## src/rtl/rtc_edit_pkg.sv

```systemverilog
// Shared types and constants for the RTC/timer field editor.
package rtc_edit_pkg;

   // Editor FSM states.
   typedef enum logic [2:0] {
      IDLE        = 3'd0,
      SELECT      = 3'd1,
      HOLD_DELAY  = 3'd2,
      HOLD_REPEAT = 3'd3,
      TIMER_RUN   = 3'd4
   } editState_t;

   // Direction of an inc/dec step.
   typedef enum logic {
      DIR_UP   = 1'b0,
      DIR_DOWN = 1'b1
   } stepDir_t;

   // Requests raised by the next-state logic and turned into pulses by the output logic.
   typedef struct packed {
      logic     step;
      stepDir_t dir;
      logic     start;
      logic     abort;
   } editEvent_t;

   // Field indices (calendar group followed by countdown timer group).
   localparam int unsigned FLD_SEG    = 0;
   localparam int unsigned FLD_MIN    = 1;
   localparam int unsigned FLD_HOUR   = 2;
   localparam int unsigned FLD_DAY    = 3;
   localparam int unsigned FLD_MONTH  = 4;
   localparam int unsigned FLD_YEAR   = 5;
   localparam int unsigned FLD_SEG_T  = 6;
   localparam int unsigned FLD_MIN_T  = 7;
   localparam int unsigned FLD_HOUR_T = 8;

   // Button vector layout.
   localparam int unsigned NUM_BTN   = 4;
   localparam int unsigned BTN_UP    = 0;
   localparam int unsigned BTN_DOWN  = 1;
   localparam int unsigned BTN_LEFT  = 2;
   localparam int unsigned BTN_RIGHT = 3;

endpackage

```

## src/rtl/btn_edge_det.sv

```systemverilog
// Rising-edge detector for the four debounced front-panel buttons.
module btn_edge_det
   import rtc_edit_pkg::*;
(
   input  logic               clock,
   input  logic               reset,
   input  logic [NUM_BTN-1:0] btn,
   output logic [NUM_BTN-1:0] rise_c
);

   logic [NUM_BTN-1:0] btnPrev;

   // History follows the raw levels every cycle, regardless of enable.
   always_ff @(posedge clock or negedge reset) begin
      if (!reset) begin
         btnPrev <= '0;
      end else begin
         btnPrev <= btn;
      end
   end

   assign rise_c = btn & ~btnPrev;

endmodule

```

## src/rtl/rtc_field_editor.sv

```systemverilog
// Button-driven editor for the RTC and countdown timer fields.
// LEFT selects a field, UP/DOWN step it (hold to auto-repeat), RIGHT commits
// or starts the timer, LEFT aborts a running timer.
module rtc_field_editor
   import rtc_edit_pkg::*;
#(
   parameter int unsigned NUM_FIELDS   = 9,
   parameter int unsigned TIMER_BASE   = 6,
   parameter int unsigned REPEAT_DELAY = 25000000,
   parameter int unsigned REPEAT_RATE  = 5000000,
   parameter int unsigned IDLE_TIMEOUT = 500000000,
   parameter int unsigned CNT_W        = 32,
   parameter int unsigned FIELD_W      = $clog2(NUM_FIELDS)
)
(
   input  logic                  clock,
   input  logic                  reset,
   input  logic                  en,
   input  logic                  btn_up,
   input  logic                  btn_down,
   input  logic                  btn_left,
   input  logic                  btn_right,
   input  logic                  timer_done,
   output logic [FIELD_W-1:0]    field_sel,
   output logic                  edit_active,
   output logic [NUM_FIELDS-1:0] inc_pulse,
   output logic [NUM_FIELDS-1:0] dec_pulse,
   output logic                  wr_strobe,
   output logic                  timer_start,
   output logic                  timer_abort,
   output logic                  timer_running
);

   localparam logic [CNT_W-1:0]   DELAY_LAST  = CNT_W'(REPEAT_DELAY - 1);
   localparam logic [CNT_W-1:0]   RATE_LAST   = CNT_W'(REPEAT_RATE - 1);
   localparam logic [CNT_W-1:0]   IDLE_LAST   = CNT_W'(IDLE_TIMEOUT - 1);
   localparam logic [FIELD_W-1:0] FIELD_FIRST = FIELD_W'(FLD_SEG);
   localparam logic [FIELD_W-1:0] FIELD_LAST  = FIELD_W'(NUM_FIELDS - 1);
   localparam logic [FIELD_W-1:0] FIELD_TIMER = FIELD_W'(TIMER_BASE);

   // FSM state and datapath registers
   editState_t         state;
   editState_t         stateNext;
   logic [FIELD_W-1:0] fieldSel;
   logic [FIELD_W-1:0] fieldNext;
   logic [CNT_W-1:0]   cnt;
   logic [CNT_W-1:0]   cntNext;
   stepDir_t           dir;
   stepDir_t           dirNext;
   editEvent_t         evt;

   // Button edges
   logic [NUM_BTN-1:0] btnVec;
   logic [NUM_BTN-1:0] btnRise;
   logic               upEdge;
   logic               downEdge;
   logic               leftEdge;
   logic               rightEdge;
   logic               dirHeld;
   logic               oppEdge;

   // Next values of the registered outputs
   logic [NUM_FIELDS-1:0] stepVec;
   logic [NUM_FIELDS-1:0] incNext;
   logic [NUM_FIELDS-1:0] decNext;
   logic                  wrNext;
   logic                  startNext;
   logic                  abortNext;
   logic                  editActiveNext;
   logic                  timerRunningNext;

   assign btnVec = {btn_right, btn_left, btn_down, btn_up};

   btn_edge_det u_edge (
      .clock  (clock),
      .reset  (reset),
      .btn    (btnVec),
      .rise_c (btnRise)
   );

   assign upEdge    = btnRise[BTN_UP];
   assign downEdge  = btnRise[BTN_DOWN];
   assign leftEdge  = btnRise[BTN_LEFT];
   assign rightEdge = btnRise[BTN_RIGHT];

   // Level of the button being repeated, and a fresh press of the other one.
   assign dirHeld = (dir == DIR_UP) ? btn_up : btn_down;
   assign oppEdge = (dir == DIR_UP) ? downEdge : upEdge;

   // State register; en=0 is folded into the next-state logic as a hold.
   always_ff @(posedge clock or negedge reset) begin
      if (!reset) begin
         state    <= IDLE;
         fieldSel <= FIELD_FIRST;
         cnt      <= '0;
         dir      <= DIR_UP;
      end else begin
         state    <= stateNext;
         fieldSel <= fieldNext;
         cnt      <= cntNext;
         dir      <= dirNext;
      end
   end

   // Next-state logic; one shared counter serves as idle timeout and repeat timer.
   always_comb begin
      stateNext = state;
      fieldNext = fieldSel;
      cntNext   = cnt;
      dirNext   = dir;
      evt       = '0;
      evt.dir   = dir;

      if (en) begin
         unique case (state)
            IDLE: begin
               if (leftEdge) begin
                  stateNext = SELECT;
                  fieldNext = FIELD_FIRST;
                  cntNext   = '0;
               end
            end

            SELECT: begin
               cntNext = '0;
               if (leftEdge) begin
                  fieldNext = (fieldSel == FIELD_LAST) ? FIELD_FIRST : fieldSel + FIELD_W'(1);
               end else if (rightEdge) begin
                  if (fieldSel >= FIELD_TIMER) begin
                     evt.start = 1'b1;
                     stateNext = TIMER_RUN;
                  end else begin
                     stateNext = IDLE;
                  end
               end else if (upEdge) begin
                  if (!btn_down) begin
                     evt.step  = 1'b1;
                     evt.dir   = DIR_UP;
                     dirNext   = DIR_UP;
                     stateNext = HOLD_DELAY;
                  end
               end else if (downEdge) begin
                  if (!btn_up) begin
                     evt.step  = 1'b1;
                     evt.dir   = DIR_DOWN;
                     dirNext   = DIR_DOWN;
                     stateNext = HOLD_DELAY;
                  end
               end else if (cnt == IDLE_LAST) begin
                  stateNext = IDLE;
               end else begin
                  cntNext = cnt + CNT_W'(1);
               end
            end

            HOLD_DELAY: begin
               if (!dirHeld) begin
                  stateNext = SELECT;
                  cntNext   = '0;
               end else if (cnt == DELAY_LAST) begin
                  evt.step  = 1'b1;
                  stateNext = HOLD_REPEAT;
                  cntNext   = '0;
               end else begin
                  cntNext = cnt + CNT_W'(1);
               end
            end

            HOLD_REPEAT: begin
               if (!dirHeld || oppEdge) begin
                  stateNext = SELECT;
                  cntNext   = '0;
               end else if (cnt == RATE_LAST) begin
                  evt.step = 1'b1;
                  cntNext  = '0;
               end else begin
                  cntNext = cnt + CNT_W'(1);
               end
            end

            TIMER_RUN: begin
               if (timer_done) begin
                  stateNext = IDLE;
                  cntNext   = '0;
               end else if (leftEdge) begin
                  evt.abort = 1'b1;
                  stateNext = SELECT;
                  cntNext   = '0;
               end
            end

            default: begin
               stateNext = IDLE;
               cntNext   = '0;
            end
         endcase
      end
   end

   // Output decode: one-hot step to the selected field plus level flags.
   always_comb begin
      stepVec          = NUM_FIELDS'(1) << fieldSel;
      incNext          = '0;
      decNext          = '0;
      wrNext           = evt.step;
      startNext        = evt.start;
      abortNext        = evt.abort;
      editActiveNext   = (stateNext == SELECT) || (stateNext == HOLD_DELAY) ||
                         (stateNext == HOLD_REPEAT);
      timerRunningNext = (stateNext == TIMER_RUN);
      if (evt.step) begin
         if (evt.dir == DIR_UP) begin
            incNext = stepVec;
         end else begin
            decNext = stepVec;
         end
      end
   end

   // Output registers.
   always_ff @(posedge clock or negedge reset) begin
      if (!reset) begin
         inc_pulse     <= '0;
         dec_pulse     <= '0;
         wr_strobe     <= 1'b0;
         timer_start   <= 1'b0;
         timer_abort   <= 1'b0;
         edit_active   <= 1'b0;
         timer_running <= 1'b0;
      end else begin
         inc_pulse     <= incNext;
         dec_pulse     <= decNext;
         wr_strobe     <= wrNext;
         timer_start   <= startNext;
         timer_abort   <= abortNext;
         edit_active   <= editActiveNext;
         timer_running <= timerRunningNext;
      end
   end

   assign field_sel = fieldSel;

endmodule

```

## config.mk

```make
export PLATFORM = sky130hd
export DESIGN_NAME = rtc_field_editor
export DESIGN_NICKNAME = d
export VERILOG_FILES = /design/src/rtl/rtc_edit_pkg.sv /design/src/rtl/btn_edge_det.sv /design/src/rtl/rtc_field_editor.sv
export SDC_FILE = /design/constraint.sdc
export NUM_CORES = 1
export LEC_CHECK = 0
export BUFFER_PORTS_ARGS = -buffer_cell sky130_fd_sc_hd__buf_2
export CAP_MARGIN = 0
export CORE_ASPECT_RATIO = 1.5
export CORE_UTILIZATION = 64
export DETAILED_ROUTE_END_ITERATION = 7
export PLACE_DENSITY = 0.94
export SYNTH_ARGS = -nofsm -noshare
export SYNTH_HDL_FRONTEND = slang
export SYNTH_SLANG_ARGS = --single-unit
export TNS_END_PERCENT = 10
```

## constraint.sdc

```tcl
create_clock -name clock -period 5.6 [get_ports clock]
set_clock_uncertainty 0.15 [all_clocks]
set_input_delay 0.28 -clock clock [delete_from_list [all_inputs] [get_ports clock]]
set_output_delay 0.28 -clock clock [all_outputs]
set_load 0.01 [all_outputs]
```

Word-level counts from Yosys, hierarchy flattened
Index checks and enable logic that the tools add are counted.
{"block": "word_totals", "regBits": 67, "inputBits": 8}
{"block": "op_classes", "shifts": 1, "n_reduce_logical": 9, "n_mux": 59, "n_lt_le_gt_ge": 1, "bitwise": 4, "addsub": 2, "n_eq_ne": 16}
{"operator": "$mux 32", "count": 11}
{"operator": "$pmux 32 s5", "count": 1}
{"operator": "$mux 3", "count": 15}
{"operator": "$mux 9", "count": 4}
{"operator": "$add 32x1->32 const B", "count": 1}
{"operator": "$eq 32x23->1 const B", "count": 1}
{"operator": "$eq 32x25->1 const B", "count": 1}
{"operator": "$eq 32x29->1 const B", "count": 1}
{"operator": "$mux 4", "count": 4}
{"operator": "$mux 1", "count": 15}
{"operator": "$pmux 3 s5", "count": 1}
{"operator": "$eq 3x2->1 const B", "count": 4}
{"operator": "$mux 2", "count": 6}
{"operator": "$shl 1x4->9 const A", "count": 1}
{"operator": "$pmux 4 s2", "count": 1}
{"operator": "$reduce_and 7->1", "count": 1}
{"operator": "$eq 3x1->1 const B", "count": 2}
{"operator": "$eq 3x3->1 const B", "count": 2}
{"operator": "$ne 2x2->1 const B", "count": 3}
{"operator": "$add 4x1->4 const B", "count": 1}
{"operator": "$and 4x4->4", "count": 1}
{"operator": "$eq 4x4->1 const B", "count": 1}
{"operator": "$ge 4x3->1 const B", "count": 1}
{"operator": "$not 4->4", "count": 1}
{"operator": "other kinds (8)", "count": 12}

Logic depth before layout (Yosys ltp)
Gate-level depths: netlist of the first run.
{"block": "logic_depth", "word_depth": 11, "depth_mapped": 10}

Cells and area by module
A second synthesis of the first run with hierarchy kept.
{"block": "unflattened", "cells_unflattened": 419, "hier_area_um2": 3783.6}
{"mod": "rtc_field_editor", "cells_each": 411, "seq_area_each_um2": 1576.5, "area_per_inst_um2": 3628.5, "n_inst": 1}
{"mod": "btn_edge_det", "cells_each": 8, "seq_area_each_um2": 100.1, "area_per_inst_um2": 155.1, "n_inst": 1}

Least setup slack after synthesis of the first run
No wires, ideal clock.
{"block": "synth_timing", "kind": "register to register", "from": "register cnt[0]", "to": "register cnt[21]", "required_time_ps": 5329, "t_arrival_ps": 2146, "path_stages_with_launch": 10, "setup_slack_ps": 3183, "setup_ps": 121, "synth_period_minus_slack_ps": 2417, "path_cell_list": "dfrtp_1 ha_1 nand4_4 nor3b_4 nand4_1 a32oi_1 nand2_2 buf_2 buf_2 a22o_1"}
{"block": "synth_between", "elab_chain_cells": 7, "word_cells_on_any_way": 14}
{"element": "start, declared", "line_no": "rtc_field_editor.sv:46", "text": "logic [CNT_W-1:0] cnt;"}
{"element": "start signal, assigned", "line_no": "rtc_field_editor.sv:100", "text": "cnt <= cntNext;"}
{"element": "$add 32x1->32 / $eq 32x29->1 (equally long branches)"}
{"element": "$mux 32", "line_no": "rtc_field_editor.sv:149", "text": "end else if (cnt == IDLE_LAST) begin"}
{"element": "$mux 32", "line_no": "rtc_field_editor.sv:142", "text": "end else if (downEdge) begin"}
{"element": "$mux 32", "line_no": "rtc_field_editor.sv:135", "text": "end else if (upEdge) begin"}
{"element": "$mux 32", "line_no": "rtc_field_editor.sv:128", "text": "end else if (rightEdge) begin"}
{"element": "$mux 32", "line_no": "rtc_field_editor.sv:126", "text": "if (leftEdge) begin"}
{"element": "$pmux 32 s5 *", "line_no": "rtc_field_editor.sv:115", "text": "unique case (state)"}
Every way passes the cells marked *; elsewhere a longest branch is shown, timed or not.
A chain may end at the register's enable or synchronous reset.

Final worst setup path of the first run
{"block": "layout_timing", "from": "register cnt[0]", "to": "register cnt[29]"}
Same word-level chain as after synthesis.

==> results_dict.tcl, run 1 <==
set metrics [dict create \
    status "finished clean" \
    critPathKind "flop to flop" \
    dieWidth_microns 63.6 \
    grt_pass1_vias 3100 \
    ys_seq_area_share_pct 46.0 \
    dr_wl_met2_microns 4520 \
    drt-total-wl_microns 8950 \
    numCtsBuffers 9 \
    cts.path.max_buffers 2 \
    seqPwrFrac_pct 47.1 \
    vdd.ir_drop.worst_uv 265 \
    synth_seq_cells 67 \
    numClockSinks 67 \
    fin_setup_tns_ns 0 \
    cts_max_level 3 \
    core_sq_um 5490 \
    ios 35 \
    power.switching_uw 372 \
    place_hpwl_microns 5750 \
    first_pass_iters 6 \
    relSlewSlack_pct 30.7 \
    fillers 354 \
    cp-end-kind "flop" \
    start_util_pct 66.4 \
    place.gp.congestion 0.928 \
    cellPowerDensity_nw_per_um2 286 \
    yosysWarnings 0 \
    post_cts_buffers 0 \
    required_ns 5.69 \
    overflow 0 \
    viasPerCell 6.68 \
    clockPowerShare_pct 35.6 \
    avgSynthCellArea_sq_um 9.97 \
    hold_buffers 6 \
    synthesis.area_sq_um 3650 \
    die_y_microns 94.5 \
    wl_per_cell_microns 18.8 \
    whs_ns 0.143 \
    fin_nets 415 \
    cp_slowest_cell "nand2_2" \
    final_antenna_net_count 0 \
    maxSlewViolCount 0 \
    track_usage_pct 31.9 \
    ys_types 56 \
    synth_edf_count 0 \
    finalPower_mw 1.15 \
    final_area_sq_um 4040 \
    met1Wirelength_microns 3400 \
    synth_compound_area_share_pct 16.0 \
    synth_fa_ha_area_share_pct 2.40 \
    period_share_pct 56.2 \
    portBuffers 34 \
    grt_max_degree 68 \
    drv_cap 0 \
    power_frac_comb_pct 17.3 \
    synth_xor_area_share_pct 1.44 \
    max_stage_delay_ns 0.60 \
    area_delta_synth_final_pct 10.6 \
    p_leak_nw 1.86 \
    insertion_delay_ns 0.36 \
    cts_tree "done" \
    synth-main-ff-cell "dfrtp_1" \
    async_flop_share_pct 100 \
    drc 0 \
    dr.first_iter.drc_count 313 \
    cts.reportedPaths.clkPinSlew_ns 0.08 \
    muxShareOfSynthArea_pct 1.13 \
    rsz0062_at_grt "no" \
    tightest_slew_ns 1.03 \
    vias 3174 \
    synthSimpleGateAreaFrac_pct 28.0 \
    synth_top_family_by_area "simple AND/OR/NAND/NOR gates" \
    syn_nets 381 \
    arrival_ns 3.23 \
    grt_pass1_wl_microns 14400 \
    cts_resized 0 \
    die-area_sq_um 6010 \
    critPathLaunchType "flop" \
    hold_path_class "input pin to flop" \
    drive_gt1_share_pct 16.3 \
    top_layer_used "met4" \
    path_cells "ha_1, nand4_4, nor3b_4, nand4_1, a32oi_1, nand2_2, a41oi_1, a31oi_1" \
    antenna_found_initial 0 \
    p_sw_share_pct 32.3 \
    rows 33 \
    wl_met3_microns 585 \
    ff2ff_setup_slack_ns 2.45 \
    setup_viol 0 \
    netlist_instances 366 \
    final_util_pct 73.5 \
    internal_power_uw 781 \
    finalHoldViolCount 0 \
    max_clock_freq_mhz 318 \
    min_period_ns 3.15 \
    diodes 0 \
    crit_path_max_fanout 52 \
    cts_root_buffer "clkbuf_8" \
    post_dp_cell_area_sq_um 3770 \
]
## layout make-up
cell class | instances | area [sq um] | share of cell area (%)
Clock buffer | 9 | 124 | 3.07
Multi-Input combinational cell | 271 | 1790 | 44.3
Inverter | 8 | 30.0 | 0.744
Clock inverter | 7 | 76.3 | 1.89
Timing Repair Buffer | 43 | 253 | 6.26
Sequential cell | 67 | 1680 | 41.6
Tap cell | 70 | 87.6 | 2.17
## cells in the mapped netlist (all sizes together) (7+ instances only)
cell / count / share of area [%]
a22o: 10 / 2.4
inv: 8 / 0.82
a31oi: 20 / 3.4
nand3: 18 / 2.5
dfrtp: 67 / 46
and4b: 8 / 2.2
nand2b: 8 / 1.4
a21oi: 22 / 3.0
buf: 14 / 3.0
and4: 9 / 2.2
nand2: 29 / 3.1
nor2: 30 / 3.2
nand4: 12 / 2.5
ha: 7 / 2.4
o21ai: 19 / 2.6
and3: 8 / 1.4
## routing by layer
layer,track usage [%],vias up
li1,-,1433
met1,34.6,1527
met2,53.8,160
met3,7.37,54
met4,23.9,0
met5,0,-
## final timing paths
check | from | end | depth (start not counted)
hold / removal | en | state[2]$_DFF_PN0_ | 2
setup reg to reg | cnt[0]$_DFFE_PN0P_ | cnt[29]$_DFFE_PN0P_ | 8
setup / recovery | cnt[0]$_DFFE_PN0P_ | cnt[29]$_DFFE_PN0P_ | 8
min in group asynchronous | reset | dec_pulse[3]$_DFF_PN0_ | 3
max in group asynchronous | reset | cnt[24]$_DFFE_PN0P_ | 3
hold reg to reg | cnt[0]$_DFFE_PN0P_ | cnt[0]$_DFFE_PN0P_ | 1
## logic make-up after synthesis
logic type	Yosys count
mux	4
fa+ha+maj	7
buf+inv	28
flops	67
compound gates	89
simple gates	165
xor+xnor	6
## through the flow
step / setup slack [ns] / instances
2_1_floorplan: 3.18 / 366
3_3_place_gp: 2.75 / 453
3_5_place_dp: 2.53 / 453
4_1_cts: 2.52 / 475
5_1_grt: 2.20 / 475
6_report: 2.45 / 475
## placed cells by master (no fill, tap or decap), types with 9 or more instances in the layout
cell and instances:
nand4_1 11, nand3_1 18, clkbuf_8 9, nand2_1 27
a22o_1 10, nor2_1 29, a31oi_1 20, o21ai_0 16
and4_1 9, buf_2 34, a21oi_1 22, dfrtp_1 67
## critical path: cells and delay by family, from the launching register on
family / cells / cell delay, ns
and+or+nand+nor: 4 / 1.21
adders and majority gates: 1 / 0.29
AOI/OAI and AO/OA: 3 / 0.96
DFF: 1 / 0.39
## registers in the layout (all words and copies together) (netlist names), 3 cells and up
signal          flops
cnt                32
dec_pulse           9
field_sel           4
inc_pulse           9
state               3
u_edge.btnPrev      4
## power groups by stage
stage          Sequential [mW]  Combinational [mW]  Clock [mW]
2_1_floorplan            0.546               0.128           0
3_5_place_dp             0.552               0.189           0
4_1_cts                  0.542               0.196       0.415
6_report                 0.543               0.199       0.411
5_1_grt                  0.547               0.218       0.431
3_3_place_gp             0.549               0.176           0
(Power assumes the default switching activity.)
==> run 2, diff against run 1 <==
- ABC_AREA: unset -> 1
- CORE_UTILIZATION: 64 -> 54
- PLACE_DENSITY: 0.94 -> 0.85
- clock period: 5.6 -> 2.75 ns (I/O delays scaled with it)
==> run 2 against run 1 <==
Largest power group is now the clock network. Worst hold slack got worse by 0.11 ns. Count of clock-buffer cells in the layout rose by 2. Die area rose by 35%. Fmax rose by 33%. Register-to-register slack got worse by 2.1 ns.
==> results_dict.tcl, run 2 <==
set metrics [dict create \
    final_area_sq_um 4810 \
    cp-end-kind "flop" \
    overflow 0 \
    vias 3992 \
    drive_gt1_share_pct 13.4 \
    critPathLaunchType "flop" \
    max_stage_delay_ns 0.42 \
    fin_nets 639 \
    cts_root_buffer "clkbuf_16" \
    synth.largest_area_cell "dfrtp_1" \
    crit_path_max_fanout 32 \
    antenna_found_initial 0 \
    grt_pass1_vias 3787 \
    vdd.ir_drop.worst_uv 595 \
    wl_per_cell_microns 14.6 \
    dr.first_iter.drc_count 297 \
    ios 35 \
    cts_resized 0 \
    place.gp.congestion 0.919 \
    dieWidth_microns 73.9 \
    grt_max_degree 51 \
    yosysMostFrequentCell "nand2_1" \
    drt-total-wl_microns 10700 \
    core_sq_um 7560 \
    rsz0062_at_grt "no" \
    die_y_microns 110 \
    final_common_cell "nand2_1" \
    cts_max_level 3 \
    place_hpwl_microns 7540 \
    drc 0 \
    p_leak_nw 2.40 \
    numClockSinks 67 \
    post_dp_cell_area_sq_um 4450 \
    viasPerCell 5.47 \
    numCtsBuffers 9 \
    synth_seq_cells 67 \
    insertion_delay_ns 0.34 \
    cts_tree "done" \
    final_util_pct 63.5 \
    final_cell_mix "162 x nand2_1, 76 x inv_1, 67 x dfrtp_1" \
    cp_slowest_cell "dfrtp_1" \
    synthesis.area_sq_um 4190 \
    cpMostUsedCell "nand2_1" \
    fin_setup_tns_ns 0 \
    dpl_worst_slack_ns 0.418 \
    path_cells "ha_1, nand2_1, inv_2, nand2_2, nor2_2, nand3_1, nand3_1, nand3_4, nand2_1, o21ai_1, nand2_1, o21ai_0" \
    critPathKind "flop to flop" \
    avgSynthCellArea_sq_um 7.21 \
    setup_viol 0 \
    max_clock_freq_mhz 422 \
    ys_seq_area_share_pct 40.0 \
    synth_edf_count 0 \
    post_cts_buffers 0 \
    rows 39 \
    maxSlewViolCount 0 \
    syn_nets 596 \
    final_antenna_net_count 0 \
    async_flop_share_pct 100 \
    arrival_ns 2.40 \
    die-area_sq_um 8130 \
    area_delta_synth_final_pct 14.7 \
    start_util_pct 55.4 \
    status "finished clean" \
    whs_ns 0.0348 \
    ys_types 42 \
    cellPowerDensity_nw_per_um2 536 \
    netlist_instances 581 \
    required_ns 2.78 \
    yosys.area.top_type_share_pct 40.0 \
    min_period_ns 2.37 \
    first_pass_iters 5 \
    cts.path.max_buffers 2 \
    period_share_pct 86.2 \
    diodes 0 \
    grt_pass1_wl_microns 17200 \
    top_regs "cnt (32), dec_pulse (9), inc_pulse (9)" \
    hold_path_class "input pin to flop" \
    synth-main-ff-cell "dfrtp_1" \
    yosysWarnings 0 \
    finalHoldViolCount 0 \
    cts.reportedPaths.clkPinSlew_ns 0.05 \
    relSlewSlack_pct 36.8 \
    track_usage_pct 28.4 \
    portBuffers 34 \
    tightest_slew_ns 0.949 \
    setup_slack_ns 0.379 \
    fillers 624 \
    largest_reg_flops 32 \
    drv_cap 0 \
    synthTopCellsByArea "dfrtp_1 40%, nand2_1 15%, inv_1 6.8%, nor2_1 5.7%, o21ai_1 5.6%" \
    hold_buffers 6 \
    largest_register "cnt" \
    synth_commonest_cells "162 x nand2_1, 76 x inv_1, 67 x dfrtp_1" \
]
[run 2: worst max-delay path: cells and delay by family, from the launching register on]
| kind | cells | cell delay [ns] |
|---|---|---|
| and+or+nand+nor | 8 | 1.20 |
| DFF | 1 | 0.42 |
| adders and majority gates | 1 | 0.20 |
| AOI/OAI and AO/OA | 2 | 0.17 |
| buffers and inverters | 1 | 0.07 |
[run 2: power breakdown]
group	switching (mW)	internal, mW
sequential	0.0413	1.03
clock	0.421	0.721
combinational	0.260	0.109
total	0.722	1.85
[run 2: path summary, 6_finish.rpt]
path / start / to / slack (ns) / depth (start not counted)
min in group asynchronous: reset / cnt[25]$_DFFE_PN0P_ / 0.35 / 2
worst max-delay path: cnt[0]$_DFFE_PN0P_ / cnt[22]$_DFFE_PN0P_ / 0.38 / 12
worst max register to register: cnt[0]$_DFFE_PN0P_ / cnt[22]$_DFFE_PN0P_ / 0.38 / 12
worst min register to register: cnt[27]$_DFFE_PN0P_ / cnt[27]$_DFFE_PN0P_ / 0.39 / 2
worst min-delay path: en / cnt[0]$_DFFE_PN0P_ / 0.03 / 3
max in group asynchronous: reset / cnt[7]$_DFFE_PN0P_ / 1.36 / 3
[run 2: routing by layer]
layer	wire (microns)	track usage, %
met1	4240	31.2
met2	5460	49.0
met3	408	4.67
met4	563	19.4
met5	0	0
[run 2: stage by stage]
stage / std cells / total power, mW
floorplan: 581 / 1.31
global placement: 709 / 1.41
detailed placement: 709 / 1.43
CTS: 730 / 2.57
global route: 730 / 2.66
finish: 730 / 2.58
[run 2: kinds of logic (layout without fill, tap and decap cells)]
| group | Yosys count | after routing | share of synthesized area [%] |
|---|---|---|---|
| adder cells (fa/ha/maj) | 7 | 7 | 2.09 |
| AO/OA/AOI/OAI | 75 | 75 | 9.61 |
| buffers and inverters | 94 | 141 | 9.07 |
| XOR/XNOR | 17 | 17 | 3.55 |
| multiplexers | 1 | 1 | 0.239 |
| AND/OR/NAND/NOR | 320 | 320 | 35.4 |
| flip-flops | 67 | 67 | 40.0 |
[run 2: layout make-up]
cell class / instances / area (sq um) / share of cell area, %
clock buffers: 11 / 243 / 5.05
clock inverters: 4 / 51.3 / 1.07
inverters: 81 / 305 / 6.35
multi-input cells: 420 / 2130 / 44.4
flip-flops and latches: 67 / 1680 / 34.9
well taps: 102 / 128 / 2.66
repair buffers: 45 / 268 / 5.57
==> run 3, diff against run 2 <==
- SYNTH_HIERARCHICAL: unset -> 1
==> run 3 against run 2 <==
The flow now finishes with violations (DRC). Setup slack got worse by 0.043 ns. Non-clock buffer count rose by 4. Fmax is 1.8% lower. Combinational power is 16% lower. Final cell count decreased by 1.8%. Flip-flop and latch count is the same. Sequential share of layout area grew 0.98 points. Synthesized cell count down 2.6%. Register-to-register slack worse by 0.04 ns. Critical path depth did not move. Critical path type unchanged. Critical endpoint is now cnt[7]$_DFFE_PN0P_. Largest power group is now sequential cells.
==> results_dict.tcl, run 3 <==
set metrics [dict create \
    drive_gt1_share_pct 15.6 \
    cts_tree "done" \
    yosysWarnings 6 \
    place.gp.congestion 1.05 \
    hold_path_class "input pin to flop" \
    ys_types 36 \
    grt_pass1_vias 3928 \
    min_period_ns 2.41 \
    synthesis.area_sq_um 4120 \
    cts_max_level 3 \
    crit_path_max_fanout 11 \
    die-area_sq_um 8000 \
    max_clock_freq_mhz 414 \
    seq_area_sq_um 1680 \
    vias 3974 \
    diodes 0 \
    post_dp_cell_area_sq_um 4400 \
    cp-end-kind "flop" \
    post_cts_buffers 0 \
    hold_buffers 6 \
    rows 38 \
    netlist_instances 566 \
    final_common_cell "nand2_1" \
    synth.largest_area_cell "dfrtp_1" \
    final_area_sq_um 4670 \
    die_y_microns 109 \
    area_delta_synth_final_pct 13.3 \
    place_hpwl_microns 8490 \
    numClockSinks 67 \
    overflow 0 \
    vdd.ir_drop.worst_uv 311 \
    stdcell_count 717 \
    arrival_ns 2.51 \
    dieWidth_microns 73.4 \
    final_antenna_net_count 0 \
    status "finished with violations" \
    ff2ff_path_depth 12 \
    async_flop_share_pct 100 \
    rsz0062_at_grt "no" \
    wl_per_cell_microns 15.9 \
    avgSynthCellArea_sq_um 7.29 \
    ios 35 \
    tightest_slew_ns 0.957 \
    synth_commonest_cells "174 x nand2_1, 67 x dfrtp_1, 58 x inv_1" \
    violations "DRC" \
    numCtsBuffers 9 \
    antenna_found_initial 0 \
    ys_seq_area_share_pct 40.7 \
    first_pass_iters 7 \
    critPathLaunchType "flop" \
    drt-total-wl_microns 11400 \
    synthTopCellsByArea "dfrtp_1 41%, nand2_1 16%, inv_1 5.3%, nand3_1 5.2%, nor2_1 5.1%" \
    synth-main-ff-cell "dfrtp_1" \
    cts.reportedPaths.clkPinSlew_ns 0.07 \
    critPathKind "flop to flop" \
    largest_reg_flops 32 \
    start_util_pct 56.3 \
    core_sq_um 7320 \
    period_share_pct 87.8 \
    grt_pass1_wl_microns 18600 \
    cts_resized 0 \
    synth_seq_cells 67 \
    final_cell_mix "174 x nand2_1, 67 x dfrtp_1, 58 x inv_1" \
    drc 1 \
    timing.hold.worst_path_depth 3 \
    finalHoldViolCount 0 \
    synth_edf_count 0 \
    track_usage_pct 31.3 \
    yosys.area.top_type_share_pct 40.7 \
    required_ns 2.84 \
    cts.path.max_buffers 2 \
    drv_cap 0 \
    dp_cells 695 \
    setup_viol 0 \
    syn_nets 581 \
    largest_register "cnt" \
    cts_root_buffer "clkbuf_8" \
    maxSlewViolCount 0 \
    yosysMostFrequentCell "nand2_1" \
    grt_max_degree 46 \
    p_leak_nw 2.22 \
    dr.first_iter.drc_count 308 \
    cellPowerDensity_nw_per_um2 488 \
    viasPerCell 5.54 \
    multi_input_area_sq_um 2120 \
    fin_setup_tns_ns 0 \
    portBuffers 34 \
    fillers 685 \
    relSlewSlack_pct 36.2 \
    top_regs "cnt (32), dec_pulse (9), inc_pulse (9)" \
    insertion_delay_ns 0.35 \
    fin_nets 627 \
]
-- run 3: cell count changes after synthesis, moves of 4 or more --
cell / previous run / this run
xnor2_1: 0 / 4
nand2_1: 162 / 174
inv_1: 76 / 58
o21ai_1: 47 / 13
nor2_2: 5 / 19
o21ai_0: 11 / 15
nor2_1: 64 / 56
o22ai_1: 3 / 14
nand3_1: 37 / 43
-- run 3: path summary, 6_finish.rpt --
kind,start,endpoint,slack (ns)
worst max-delay path,cnt[0]$_DFFE_PN0P_,cnt[7]$_DFFE_PN0P_,0.34
worst min-delay path,en,cnt[25]$_DFFE_PN0P_,0.02
worst max register to register,cnt[0]$_DFFE_PN0P_,cnt[7]$_DFFE_PN0P_,0.34
worst min register to register,cnt[4]$_DFFE_PN0P_,cnt[4]$_DFFE_PN0P_,0.38
max in group asynchronous,reset,cnt[9]$_DFFE_PN0P_,1.34
min in group asynchronous,reset,u_edge/btnPrev[2]$_DFF_PN0_,0.32
-- run 3: area by class of cell --
class	count	share of cell area, %
clock buffer	12	3.10
multi-input combinational	422	45.3
sequential	67	35.9
tap	100	2.68
timing repair buffer	49	6.37
clock inverter	4	1.58
inverter	63	5.06
-- run 3: worst max-delay path, stage by stage, from the launching register on --
cell,delay (ns)
dfrtp_1,0.43
ha_1,0.22
nand2_2,0.10
nor2_4,0.15
nand3_2,0.09
nor2_2,0.14
nand3_2,0.12
nand3_1,0.12
nand3_1,0.36
o21ai_0,0.21
nand2_1,0.08
nand3_1,0.09
nand2_1,0.05
-- run 3: kinds of logic (layout without fill, tap and decap cells) --
group | Yosys count | count (layout) | share of synthesized area, %
and+or+nand+nor | 336 | 336 | 36.6
buffers and inverters | 77 | 128 | 7.95
muxes | 1 | 1 | 0.243
xor gates and xnor gates | 22 | 22 | 4.67
AOI/OAI and AO/OA | 56 | 56 | 7.77
adders and majority gates | 7 | 7 | 2.12
DFF | 67 | 67 | 40.7
-- run 3: power by group --
group | total, mW | leakage [nW] | switching, mW | internal (mW)
logic | 0.311 | 1.19 | 0.222 | 0.0894
registers | 1.05 | 0.921 | 0.0366 | 1.01
clock network | 0.917 | 0.111 | 0.381 | 0.536
total | 2.28 | 2.22 | 0.640 | 1.64
-- run 3: per-layer routing --
layer | global-route usage (%) | routed length [microns] | vias to the layer above
li1 | - | - | 1903
met1 | 32.1 | 4060 | 1843
met2 | 56.1 | 6080 | 174
met3 | 6.75 | 648 | 54
met4 | 20.5 | 616 | 0
met5 | 0 | 0 | -
-- run 3: stage by stage --
step / total power, mW / hold slack (ns) / setup WS (ns) / utilization [%]
3_3_place_gp: 1.36 / 0.110 / 0.499 / 60.0
4_1_cts: 2.29 / 0.000403 / 0.359 / 63.8
5_1_grt: 2.37 / 0.0164 / 0.155 / 63.8
2_1_floorplan: 1.26 / -0.308 / 0.801 / -
3_5_place_dp: 1.37 / 0.113 / 0.387 / 60.0
6_report: 2.28 / 0.0197 / 0.336 / 63.8
